File: config.mk
export PLATFORM = sky130hd
export DESIGN_NAME = rob
export DESIGN_NICKNAME = d
export VERILOG_FILES = /design/src/rtl/rob.sv
export SDC_FILE = /design/constraint.sdc
export NUM_CORES = 1
export LEC_CHECK = 0
export ABC_AREA = 1
export ABC_CLOCK_PERIOD_IN_PS = 4100
export CAP_MARGIN = 30
export CORE_MARGIN = 1.5
export CORE_UTILIZATION = 51
export CTS_BUF_LIST = sky130_fd_sc_hd__clkbuf_4 sky130_fd_sc_hd__clkbuf_8
export DETAILED_ROUTE_END_ITERATION = 6
export GPL_TIMING_DRIVEN = 0
export HOLD_SLACK_MARGIN = 0.03
export PLACE_DENSITY_LB_ADDON = 0.2
export REMOVE_ABC_BUFFERS = 1
export SLEW_MARGIN = 10
export SYNTH_ARGS = -nofsm -noshare
export SYNTH_HDL_FRONTEND = slang
export SYNTH_SLANG_ARGS = --single-unit
File: constraint.sdc
create_clock -name clk -period 4.1 [get_ports clk]
set_input_delay 0.41 -clock clk [delete_from_list [all_inputs] [get_ports clk]]
set_output_delay 0.41 -clock clk [all_outputs]
set_load 0.02 [all_outputs]
File: src/rtl/rob.sv
// Reorder buffer: in-order allocation and retirement, out-of-order completion
// from ALU/branch/LSU, and squash of younger entries on a branch mispredict.
module rob #(
    parameter int DEPTH  = 16,
    parameter int TAG_W  = 4,
    parameter int PREG_W = 7
) (
    input  logic              clk,
    input  logic              reset,
    input  logic              alloc_valid,
    output logic              alloc_ready,
    input  logic              alloc_has_rd,
    input  logic [PREG_W-1:0] alloc_pd_new,
    input  logic [PREG_W-1:0] alloc_pd_old,
    output logic [TAG_W-1:0]  alloc_tag,
    input  logic              alu_done,
    input  logic [TAG_W-1:0]  alu_tag,
    input  logic              br_done,
    input  logic [TAG_W-1:0]  br_tag,
    input  logic              lsu_done,
    input  logic [TAG_W-1:0]  lsu_tag,
    input  logic              mispredict,
    input  logic [TAG_W-1:0]  mispredict_tag,
    output logic              retire_valid,
    output logic [TAG_W-1:0]  retire_tag,
    output logic              retire_has_rd,
    output logic [PREG_W-1:0] retire_pd_old,
    output logic [PREG_W-1:0] retire_pd_new,
    output logic [TAG_W-1:0]  rob_head_tag,
    output logic              full,
    output logic              empty
);

    localparam logic [TAG_W:0] PTR_ONE   = (TAG_W+1)'(1);
    localparam logic [TAG_W:0] DEPTH_CNT = (TAG_W+1)'(DEPTH);

    logic [TAG_W:0]    head_q, tail_q, count, tail_mp;
    logic [TAG_W-1:0]  head_idx, tail_idx, br_age;
    logic [DEPTH-1:0]  valid_q, done_q, valid_next, done_next;
    logic [DEPTH-1:0]  squash, set_done;
    logic [DEPTH-1:0]  has_rd_q;
    logic [PREG_W-1:0] pd_new_q [DEPTH];
    logic [PREG_W-1:0] pd_old_q [DEPTH];
    logic              alloc_fire, retire_fire;

    assign head_idx = head_q[TAG_W-1:0];
    assign tail_idx = tail_q[TAG_W-1:0];
    assign count    = tail_q - head_q;
    assign full     = (count == DEPTH_CNT);
    assign empty    = (count == '0);

    assign alloc_ready = !full && !mispredict;
    assign alloc_fire  = alloc_valid && alloc_ready;
    assign alloc_tag   = tail_idx;

    assign retire_valid  = valid_q[head_idx] && done_q[head_idx];
    assign retire_fire   = retire_valid;
    assign retire_tag    = head_idx;
    assign rob_head_tag  = head_idx;
    assign retire_has_rd = retire_valid && has_rd_q[head_idx];
    assign retire_pd_old = retire_valid ? pd_old_q[head_idx] : '0;
    assign retire_pd_new = retire_valid ? pd_new_q[head_idx] : '0;

    // Age is measured from head, so "younger than the branch" is a plain
    // unsigned compare of head-relative offsets, independent of wrap.
    assign br_age  = mispredict_tag - head_idx;
    assign tail_mp = head_q + {1'b0, br_age} + PTR_ONE;

    always_comb begin
        squash   = '0;
        set_done = '0;
        for (int i = 0; i < DEPTH; i++) begin
            squash[i] = mispredict && ((TAG_W'(i) - head_idx) > br_age);
        end
        if (alu_done) set_done[alu_tag] = 1'b1;
        if (br_done)  set_done[br_tag]  = 1'b1;
        if (lsu_done) set_done[lsu_tag] = 1'b1;
        set_done = set_done & valid_q & ~squash;
    end

    always_comb begin
        valid_next = valid_q;
        done_next  = done_q | set_done;
        if (retire_fire) begin
            valid_next[head_idx] = 1'b0;
            done_next[head_idx]  = 1'b0;
        end
        if (alloc_fire) begin
            valid_next[tail_idx] = 1'b1;
            done_next[tail_idx]  = 1'b0;
        end
        valid_next = valid_next & ~squash;
        done_next  = done_next & ~squash;
    end

    always_ff @(posedge clk or posedge reset) begin
        if (reset) begin
            head_q  <= '0;
            tail_q  <= '0;
            valid_q <= '0;
            done_q  <= '0;
        end else begin
            valid_q <= valid_next;
            done_q  <= done_next;
            if (retire_fire) head_q <= head_q + PTR_ONE;
            if (mispredict) tail_q <= tail_mp;
            else if (alloc_fire) tail_q <= tail_q + PTR_ONE;
        end
    end

    // NOTE: payload storage is deliberately not reset; it is only observed
    // through entries whose valid bit is set, and a reset-free array maps to RAM.
    always_ff @(posedge clk) begin
        if (alloc_fire) begin
            has_rd_q[tail_idx] <= alloc_has_rd;
            pd_new_q[tail_idx] <= alloc_pd_new;
            pd_old_q[tail_idx] <= alloc_pd_old;
        end
    end

endmodule

==> results of run 1 <==
[where the power goes]
group	internal, mW	switching [mW]
combinational	2.31	4.29
sequential	3.38	0.307
clock	1.26	1.11
total	6.95	5.70
[layer usage]
metal	wire [um]	global-route usage, %	up-vias
li1	-	-	5421
met1	16700	37.3	5415
met2	18700	45.5	465
met3	3060	4.37	85
met4	1380	10.9	0
met5	0	0	-
[stage by stage]
step | hold WS [ns] | setup slack (ns) | total power [mW]
detailed placement | 0.558 | -0.238 | 9.97
finish | 0.199 | 0.131 | 12.7
floorplan | 0.508 | -2.34 | 7.77
global route | 0.163 | 0.0338 | 13.5
global placement | 0.551 | -6.94 | 9.79
CTS | 0.156 | -0.0569 | 12.6
[worst max-delay path by stage]
| stage | endpoint | depth (start not counted) |
|---|---|---|
| after global routing | retire_has_rd | 9 |
| after global placement | retire_pd_new[3] | 10 |
| after detailed placement | retire_pd_new[3] | 11 |
| after floorplan | retire_pd_new[3] | 10 |
| after CTS | retire_pd_new[3] | 11 |
| final | retire_has_rd | 9 |
[layout by cell type (no fill, tap or decap), drive strengths merged, types with 2 or more instances in the layout]
cell type	Yosys	final
a32o	6	6
nand3	225	227
fa	2	2
o21bai	4	4
inv	102	102
a21oi	48	48
a31oi	22	22
o21ai	24	24
a32oi	5	5
nor2	115	115
nor4	2	2
buf	66	41
nor3	17	17
nand4	11	11
ha	43	43
clkinv	0	16
and2	4	4
xor2	5	5
o211ai	4	4
clkdlybuf4s50	0	66
nand3b	4	4
nand2	509	509
a21o	3	3
clkbuf	18	61
clkinvlp	0	2
edfxtp	240	240
o22ai	4	4
xnor2	6	6
a21boi	15	15
dfrtp	42	42
[Yosys cell counts, types with 8 or more instances]
| cell type | instances | area, um^2 |
|---|---|---|
| nor2_2 | 13 | 81.3 |
| a31oi_1 | 22 | 138 |
| buf_1 | 8 | 30.0 |
| clkbuf_1 | 18 | 67.6 |
| nor2_1 | 102 | 383 |
| nor3_1 | 12 | 60.1 |
| buf_2 | 36 | 180 |
| ha_1 | 43 | 538 |
| a21boi_0 | 15 | 113 |
| o21ai_0 | 21 | 105 |
| nand4_1 | 11 | 68.8 |
| buf_4 | 20 | 150 |
| nand3_1 | 222 | 1110 |
| inv_1 | 97 | 364 |
| nand2_1 | 505 | 1900 |
| edfxtp_1 | 240 | 7210 |
| a21oi_1 | 48 | 240 |
| dfrtp_1 | 42 | 1050 |
[cell type report]
| class | count | area, um^2 | area share, % |
|---|---|---|---|
| Clock inverter | 19 | 126 | 0.750 |
| Tap cell | 378 | 473 | 2.81 |
| Sequential cell | 282 | 8270 | 49.1 |
| Inverter | 102 | 400 | 2.37 |
| Multi-Input combinational cell | 1083 | 5440 | 32.3 |
| Clock buffer | 61 | 752 | 4.46 |
| Timing Repair Buffer | 110 | 1400 | 8.29 |
[cells by family after synthesis]
logic type      share of synthesized area, %
flops                                   57.4
simple gates                            26.3
xor+xnor                               0.670
compound gates                          5.77
fa+ha+maj                               4.02
buf+inv                                 5.81
[repair_timing]
| action | 4_1_cts | 5_1_grt |
|---|---|---|
| pin swaps | 13 | 1 |
| cloned | 3 | 0 |
| buffers inserted | 23 | 2 |
| gates resized for setup | 12 | 4 |
| endpoints found under the setup margin | 240 | 4 |
[worst reg2reg max path, stage by stage (launching register included)]
cell,delay [ns]
dfrtp_4,0.60
buf_12,0.24
inv_6,0.25
buf_12,0.24
ha_1,0.32
a21oi_1,0.24
nand3_2,0.18
nand2_4,0.18
inv_2,0.11
ha_1,0.33
nand2_1,0.07
o21ai_0,0.34
o21ai_0,0.13
a21oi_1,0.17
a21o_1,0.09
nand2_1,0.04
nand2_1,0.06
[state kept, by name, indices dropped and copies added, names as in the netlist]
signal,flops
pd_new_q,112
has_rd_q,16
done_q,16
pd_old_q,112
valid_q,16
tail_q,5
head_q,5
==> flow_summary.html, run 1 <==
<table>
<tr><th>Metric</th><th>Value</th></tr>
<tr><th colspan="2">Status</th></tr>
<tr><td>Outcome</td><td>finished, final reports clean</td></tr>
<tr><th colspan="2">Global routing</th></tr>
<tr><td>Grt total ovfl</td><td>0</td></tr>
<tr><td>Via count of the first global-routing pass</td><td>10700</td></tr>
<tr><td>Initial antenna violation count</td><td>0</td></tr>
<tr><td>Total global routing track utilization</td><td>27.8%</td></tr>
<tr><td>Pin count of the biggest net entering global routing</td><td>65</td></tr>
<tr><td>First-pass GRT wire length</td><td>61000 um</td></tr>
<tr><th colspan="2">Placed design</th></tr>
<tr><td>GP Congestion</td><td>0.922</td></tr>
<tr><td>HPWL after DPL</td><td>22700 um</td></tr>
<tr><td>Number of placed instances with taps included</td><td>1926</td></tr>
<tr><td>Placed inst area</td><td>15500 um^2</td></tr>
<tr><td>Number of port buffers</td><td>68</td></tr>
<tr><th colspan="2">Setup path</th></tr>
<tr><td>Type of the worst setup path</td><td>reg2out</td></tr>
<tr><td>FF-to-FF End</td><td>tail_q[4]$_DFFE_PP0P_</td></tr>
<tr><td>Startpoint type of the worst setup path</td><td>flop</td></tr>
<tr><td>Worst setup EP type</td><td>output pin</td></tr>
<tr><td>Number of cells on the worst reg-to-reg path</td><td>16</td></tr>
<tr><td>Required @ worst endpoint</td><td>3.69 ns</td></tr>
<tr><td>Cells along the critical path</td><td>buf_12 &gt; inv_6 &gt; buf_12 &gt; nand3_2 &gt; nand3_4 &gt; nand2_8 &gt; buf_12 &gt; nor3_1 &gt; clkdlybuf4s50_1</td></tr>
<tr><td>CP bufs+invs</td><td>5</td></tr>
<tr><td>WP data arrival</td><td>3.56 ns</td></tr>
<tr><td>Worst flop-to-flop path startpoint</td><td>head_q[2]$_DFFE_PP0P_</td></tr>
<tr><td>Family with the most delay on the worst path</td><td>buffers and inverters</td></tr>
<tr><td>Dominant cell type by count on the critical path</td><td>buf_12</td></tr>
<tr><td>Cell at the slowest stage of the critical path</td><td>clkdlybuf4s50_1</td></tr>
<tr><td>CP max stage delay</td><td>0.64 ns</td></tr>
<tr><td>Worst setup startpoint</td><td>head_q[2]$_DFFE_PP0P_</td></tr>
<tr><td>Highest net fanout along the worst path</td><td>28</td></tr>
<tr><td>Worst R2R Setup Slack</td><td>0.46 ns</td></tr>
<tr><th colspan="2">Layout</th></tr>
<tr><td>Net total in the final layout</td><td>1708</td></tr>
<tr><td>Antenna Diode Count</td><td>0</td></tr>
<tr><td>Post-route insts no fill</td><td>2035</td></tr>
<tr><td>Share of the core filled with cells</td><td>60.7%</td></tr>
<tr><td>Post-route cell area</td><td>16900 um^2</td></tr>
<tr><td>Filler cells</td><td>2387</td></tr>
<tr><td>Share of final-layout standard cells stronger than drive strength 1</td><td>9.54%</td></tr>
<tr><td>Area growth syn-to-layout</td><td>17.2%</td></tr>
<tr><th colspan="2">Floorplanning</th></tr>
<tr><td>Number of placed I/O pins</td><td>69</td></tr>
<tr><td>Std-Cell Core Area</td><td>27800 um^2</td></tr>
<tr><td>Initial Util</td><td>51.8%</td></tr>
<tr><td># rows</td><td>61</td></tr>
<tr><td>Height of the die</td><td>171 um</td></tr>
<tr><td>Die Outline Area</td><td>29200 um^2</td></tr>
<tr><td>Horizontal extent of the die</td><td>171 um</td></tr>
<tr><th colspan="2">Clocking</th></tr>
<tr><td>CTS tree</td><td>built</td></tr>
<tr><td>Clock Sink Count</td><td>282</td></tr>
<tr><td>Clock latency on the worst-skew pair</td><td>0.58 ns</td></tr>
<tr><td>Htree depth</td><td>2</td></tr>
<tr><td>Post-CTS Hold Buffers</td><td>0</td></tr>
<tr><td>Maximum buffer depth of the clock tree</td><td>3</td></tr>
<tr><td>Root buffer cell</td><td>clkbuf_8</td></tr>
<tr><td>Number of clock buffers inserted by TritonCTS</td><td>46</td></tr>
<tr><td>Clock-pin slew reported for the worst setup and hold paths after clock tree synthesis</td><td>0.06 ns</td></tr>
<tr><th colspan="2">Logic synthesis</th></tr>
<tr><td>Number of flops mapped to enable cells by yosys</td><td>240</td></tr>
<tr><td>Prevailing post-synth register cell</td><td>edfxtp_1</td></tr>
<tr><td>Yosys cell types</td><td>41</td></tr>
<tr><td>Count of warnings emitted by yosys</td><td>0</td></tr>
<tr><td>Cells after Synth</td><td>1549</td></tr>
<tr><td>Netlist Area Pre-Place</td><td>14400 um^2</td></tr>
<tr><td>Average instance area after synthesis</td><td>9.29 um^2</td></tr>
<tr><td>Synth Register Bits</td><td>282</td></tr>
<tr><td>Async set or reset register ratio after synthesis</td><td>14.9%</td></tr>
<tr><td>Sequential cell area fraction in the yosys report</td><td>57.4%</td></tr>
<tr><th colspan="2">Power and ir drop</th></tr>
<tr><td>Ratio of total power to cell area</td><td>751 nW/um^2</td></tr>
<tr><td>Static leakage</td><td>6.88 nW</td></tr>
<tr><td>Highest ir drop seen on vdd</td><td>433 uV</td></tr>
<tr><th colspan="2">STA</th></tr>
<tr><td>Share of the clock period used by the worst path after layout</td><td>96.8%</td></tr>
<tr><td>Highest Clock Rate</td><td>252 MHz</td></tr>
<tr><td>Transition time of the tightest slew-check pin</td><td>0.975 ns</td></tr>
<tr><td>Setup violations, final</td><td>0</td></tr>
<tr><td>Relative max-transition margin</td><td>34.8%</td></tr>
<tr><td>Final Slew Violations</td><td>0</td></tr>
<tr><td>Worst setup skew after layout</td><td>0.0285 ns</td></tr>
<tr><td>Final hold vios</td><td>0</td></tr>
<tr><td>Crit path time final</td><td>3.97 ns</td></tr>
<tr><td>Setup repair after global routing missed its margin</td><td>no</td></tr>
<tr><td>Setup tns final</td><td>0 ns</td></tr>
<tr><th colspan="2">Detailed routing</th></tr>
<tr><td>Routed vias</td><td>11400</td></tr>
<tr><td>Routed WL per cell</td><td>19.6 um</td></tr>
<tr><td>First DRT Iteration DRCs</td><td>1146</td></tr>
<tr><td>DRT Pass-1 Iters</td><td>5</td></tr>
<tr><td>Final wirelength</td><td>39800 um</td></tr>
<tr><td>Detail-routed via count per cell</td><td>5.60</td></tr>
<tr><td>Post-DRT Antenna Nets</td><td>0</td></tr>
<tr><td>Drc violations</td><td>0</td></tr>
<tr><th colspan="2">Job</th></tr>
<tr><td>Reported max-cap violation count</td><td>0</td></tr>
<tr><th colspan="2">Worst hold path</th></tr>
<tr><td>Type of the most critical hold path</td><td>in2async</td></tr>
</table>
Note: power is estimated with default switching activity, not from simulation.
==> run 2, diff against run 1 <==
--- a/config.mk
+++ b/config.mk
@@ -11,9 +11,9 @@
 export CORE_MARGIN = 1.5
 export CORE_UTILIZATION = 51
 export CTS_BUF_LIST = sky130_fd_sc_hd__clkbuf_4 sky130_fd_sc_hd__clkbuf_8
+export CTS_CLUSTER_DIAMETER = 40
 export DETAILED_ROUTE_END_ITERATION = 6
 export GPL_TIMING_DRIVEN = 0
-export HOLD_SLACK_MARGIN = 0.03
 export PLACE_DENSITY_LB_ADDON = 0.2
 export REMOVE_ABC_BUFFERS = 1
 export SLEW_MARGIN = 10
==> run 2 against run 1 <==
First-iteration DRC count increased by 2.3%. Combinational power about the same. Total power increased by 1.4%. Largest cell class unchanged. Critical path depth unchanged. Critical path type unchanged. Clock-buffer cell count increased by 4. Die area unchanged.
==> flow_summary.html, run 2 (same netlist as run 1, synthesis figures left out) <==
<table>
<tr><th>Metric</th><th>Value</th></tr>
<tr><th colspan="2">Global routing</th></tr>
<tr><td>Initial antenna violation count</td><td>0 (unchanged)</td></tr>
<tr><td>Grt total ovfl</td><td>0 (unchanged)</td></tr>
<tr><td>First-pass GRT wire length</td><td>60300 um (-1.2%)</td></tr>
<tr><td>Pin count of the biggest net entering global routing</td><td>65 (unchanged)</td></tr>
<tr><td>Total global routing track utilization</td><td>27.6% (-0.21 points)</td></tr>
<tr><td>Via count of the first global-routing pass</td><td>10600 (-1.3%)</td></tr>
<tr><th colspan="2">Layout</th></tr>
<tr><td>Registers with the most flip-flops</td><td>pd_new_q (112), pd_old_q (112)</td></tr>
<tr><td>Most common cell after layout, fill and taps aside</td><td>nand2_1</td></tr>
<tr><td>Post-route cell area</td><td>16600 um^2 (-1.3%)</td></tr>
<tr><td>Post-route insts no fill</td><td>2022 (-0.64%)</td></tr>
<tr><td>Antenna Diode Count</td><td>0 (unchanged)</td></tr>
<tr><td>Area of the multi-input gates</td><td>5440 um^2 (about the same)</td></tr>
<tr><td>Net total in the final layout</td><td>1690 (-1.1%)</td></tr>
<tr><td>Area growth syn-to-layout</td><td>15.7%</td></tr>
<tr><td>Filler cells</td><td>2424 (+1.6%)</td></tr>
<tr><td>Share of final-layout standard cells stronger than drive strength 1</td><td>8.82% (-0.72 points)</td></tr>
<tr><td>Area taken by flip-flops and latches</td><td>8270 um^2 (unchanged)</td></tr>
<tr><td>Most frequent cells in the layout</td><td>nand2_1 (505), edfxtp_1 (240), nand3_1 (220), nor2_1 (99), inv_1 (95)</td></tr>
<tr><th colspan="2">Setup path</th></tr>
<tr><td>Type of the worst setup path</td><td>reg2out</td></tr>
<tr><td>Startpoint type of the worst setup path</td><td>flop</td></tr>
<tr><td>Worst setup EP type</td><td>output pin</td></tr>
<tr><td>Worst flop-to-flop path startpoint</td><td>head_q[3]$_DFFE_PP0P_</td></tr>
<tr><td>Number of cells on the worst reg-to-reg path</td><td>10 (-6)</td></tr>
<tr><td>Required @ worst endpoint</td><td>3.69 ns (about the same)</td></tr>
<tr><td>FF-to-FF End</td><td>pd_new_q[11][0]$_DFFE_PP_</td></tr>
<tr><td>Worst R2R Setup Slack</td><td>0.47 ns (about the same)</td></tr>
<tr><td>WP data arrival</td><td>3.58 ns (+0.02 ns)</td></tr>
<tr><td>Highest net fanout along the worst path</td><td>30 (+7.1%)</td></tr>
<tr><th colspan="2">STA</th></tr>
<tr><td>Final hold vios</td><td>0 (unchanged)</td></tr>
<tr><td>Setup violations, final</td><td>0 (unchanged)</td></tr>
<tr><td>Setup repair after global routing missed its margin</td><td>no</td></tr>
<tr><td>Final Slew Violations</td><td>0 (unchanged)</td></tr>
<tr><td>Worst setup skew after layout</td><td>0.0261 ns (-0.00243 ns)</td></tr>
<tr><td>Share of the clock period used by the worst path after layout</td><td>97.2% (+0.41 points)</td></tr>
<tr><td>Setup tns final</td><td>0 ns (unchanged)</td></tr>
<tr><td>Transition time of the tightest slew-check pin</td><td>0.985 ns (+0.0105 ns)</td></tr>
<tr><td>Relative max-transition margin</td><td>34.1% (-0.70 points)</td></tr>
<tr><td>Crit path time final</td><td>3.99 ns (+0.0170 ns)</td></tr>
<tr><td>Highest Clock Rate</td><td>251 MHz (-0.43%)</td></tr>
<tr><th colspan="2">Status</th></tr>
<tr><td>Outcome</td><td>finished, final reports clean</td></tr>
<tr><th colspan="2">Power and ir drop</th></tr>
<tr><td>Clock Power Share</td><td>20.0% (+1.3 points)</td></tr>
<tr><td>Ratio of total power to cell area</td><td>771 nW/um^2 (+2.7%)</td></tr>
<tr><td>Static leakage</td><td>6.79 nW (-1.3%)</td></tr>
<tr><td>Net switching share of the total power</td><td>44.9% (-0.12 points)</td></tr>
<tr><td>Highest ir drop seen on vdd</td><td>502 uV (+16%)</td></tr>
<tr><td>Flop pwr share</td><td>28.8% (-0.4 points)</td></tr>
<tr><td>Proportion of power drawn by combinational gates</td><td>51.2% (-0.9 points)</td></tr>
<tr><td>Int Pwr</td><td>7.07 mW (+1.6%)</td></tr>
<tr><td>Switching pwr</td><td>5.76 mW (+1.1%)</td></tr>
<tr><th colspan="2">Detailed routing</th></tr>
<tr><td>DRT Pass-1 Iters</td><td>5 (unchanged)</td></tr>
<tr><td>First DRT Iteration DRCs</td><td>1172 (+2.3%)</td></tr>
<tr><td>Detail-routed via count per cell</td><td>5.61 (+0.28%)</td></tr>
<tr><td>Routed WL per cell</td><td>19.6 um (+0.29%)</td></tr>
<tr><td>Routed vias</td><td>11300 (-0.36%)</td></tr>
<tr><td>Post-DRT Antenna Nets</td><td>0 (unchanged)</td></tr>
<tr><td>Final wirelength</td><td>39700 um (-0.35%)</td></tr>
<tr><td>Drc violations</td><td>0 (unchanged)</td></tr>
<tr><th colspan="2">Placed design</th></tr>
<tr><td>Number of placed instances with taps included</td><td>1926 (unchanged)</td></tr>
<tr><td>Placed inst area</td><td>15500 um^2 (unchanged)</td></tr>
<tr><td>GP Congestion</td><td>0.922 (unchanged)</td></tr>
<tr><td>Number of port buffers</td><td>68 (unchanged)</td></tr>
<tr><td>HPWL after DPL</td><td>22700 um (unchanged)</td></tr>
<tr><th colspan="2">Clocking</th></tr>
<tr><td>Clock latency on the worst-skew pair</td><td>0.59 ns (about the same)</td></tr>
<tr><td>Htree depth</td><td>2 (unchanged)</td></tr>
<tr><td>Root buffer cell</td><td>clkbuf_8</td></tr>
<tr><td>CTS tree</td><td>built</td></tr>
<tr><td>Clock Sink Count</td><td>282 (unchanged)</td></tr>
<tr><td>Clock-pin slew reported for the worst setup and hold paths after clock tree synthesis</td><td>0.06 ns (about the same)</td></tr>
<tr><td>Number of clock buffers inserted by TritonCTS</td><td>48 (+4.3%)</td></tr>
<tr><td>Maximum buffer depth of the clock tree</td><td>3 (unchanged)</td></tr>
<tr><th colspan="2">Floorplanning</th></tr>
<tr><td>Horizontal extent of the die</td><td>171 um (unchanged)</td></tr>
<tr><td>Std-Cell Core Area</td><td>27800 um^2 (unchanged)</td></tr>
<tr><td>Die Outline Area</td><td>29200 um^2 (unchanged)</td></tr>
<tr><td>Initial Util</td><td>51.8% (unchanged)</td></tr>
<tr><td>Number of placed I/O pins</td><td>69 (unchanged)</td></tr>
<tr><td># rows</td><td>61 (unchanged)</td></tr>
<tr><td>Height of the die</td><td>171 um (unchanged)</td></tr>
<tr><th colspan="2">Job</th></tr>
<tr><td>Reported max-cap violation count</td><td>0 (unchanged)</td></tr>
<tr><th colspan="2">Worst hold path</th></tr>
<tr><td>Type of the most critical hold path</td><td>in2async</td></tr>
</table>
## run 2: cell types whose count changed in the layout (fill, tap and decap cells not counted), moves of 2 or more
cell | before | now
clkbuf_8 | 47 | 50
buf_12 | 20 | 7
nor2_4 | 16 | 14
buf_4 | 11 | 4
nor2_2 | 0 | 2
## run 2: area by class of cell
type	count	share of cell area [%]
multi-input combinational	1083	32.7
tap	378	2.84
clock buffer	65	4.81
clock inverter	22	1.04
sequential	282	49.7
inverter	102	2.41
timing repair buffer	90	6.54
## run 2: repair_timing
| item | CTS | global route |
|---|---|---|
| gates resized for setup | 9 | 6 |
| endpoints found under the setup margin | 239 | 244 |
| hold buffers | 0 | 0 |
| setup buffers | 3 | 3 |
| gates cloned | 3 | 0 |
| pin swaps | 2 | 1 |
## run 2: critical path: stages (launching register included)
cell,delay [ns]
dfrtp_4,0.63
inv_6,0.31
nand3_1,0.12
nand3_1,0.12
nand3_1,0.26
nand3_4,0.25
nand2_8,0.15
buf_12,0.22
nor3_1,0.24
clkdlybuf4s50_1,0.64
## run 2: worst max-delay path by stage
stage / depth (start not counted) / from / end
finish: 9 / head_q[0]$_DFFE_PP0P_ / retire_has_rd
global route: 9 / head_q[2]$_DFFE_PP0P_ / retire_has_rd
CTS: 11 / head_q[3]$_DFFE_PP0P_ / pd_old_q[8][6]$_DFFE_PP_
detailed placement: 11 / head_q[2]$_DFFE_PP0P_ / retire_pd_new[3]
global placement: 10 / head_q[0]$_DFFE_PP0P_ / retire_pd_new[3]
floorplan: 10 / head_q[0]$_DFFE_PP0P_ / retire_pd_new[3]
## run 2: layer usage
metal	up-vias	part of all wire [%]	track usage, %
met5	-	0	0
met4	0	3.5	12.1
met3	83	6.8	4.33
met2	476	46	44.2
met1	5395	43	37.3
li1	5391	-	-
## run 2: power by group through the flow
stage	clock network [mW]	logic (mW)	registers (mW)
after global placement	0	5.72	4.07
after detailed placement	0	6.20	3.77
final	2.56	6.57	3.69
after floorplan	0	3.90	3.87
after CTS	2.59	6.47	3.70
after global routing	2.73	7.25	3.72
## run 2: stage by stage
step	utilization [%]	hold WS, ns	worst slack [ns]	power (mW)
finish	59.9	0.156	0.114	12.8
detailed placement	55.7	0.558	-0.238	9.97
CTS	59.7	0.138	-0.0488	12.8
global route	59.9	0.149	0.0267	13.7
global placement	54.3	0.551	-6.94	9.79
floorplan	-	0.508	-2.34	7.77
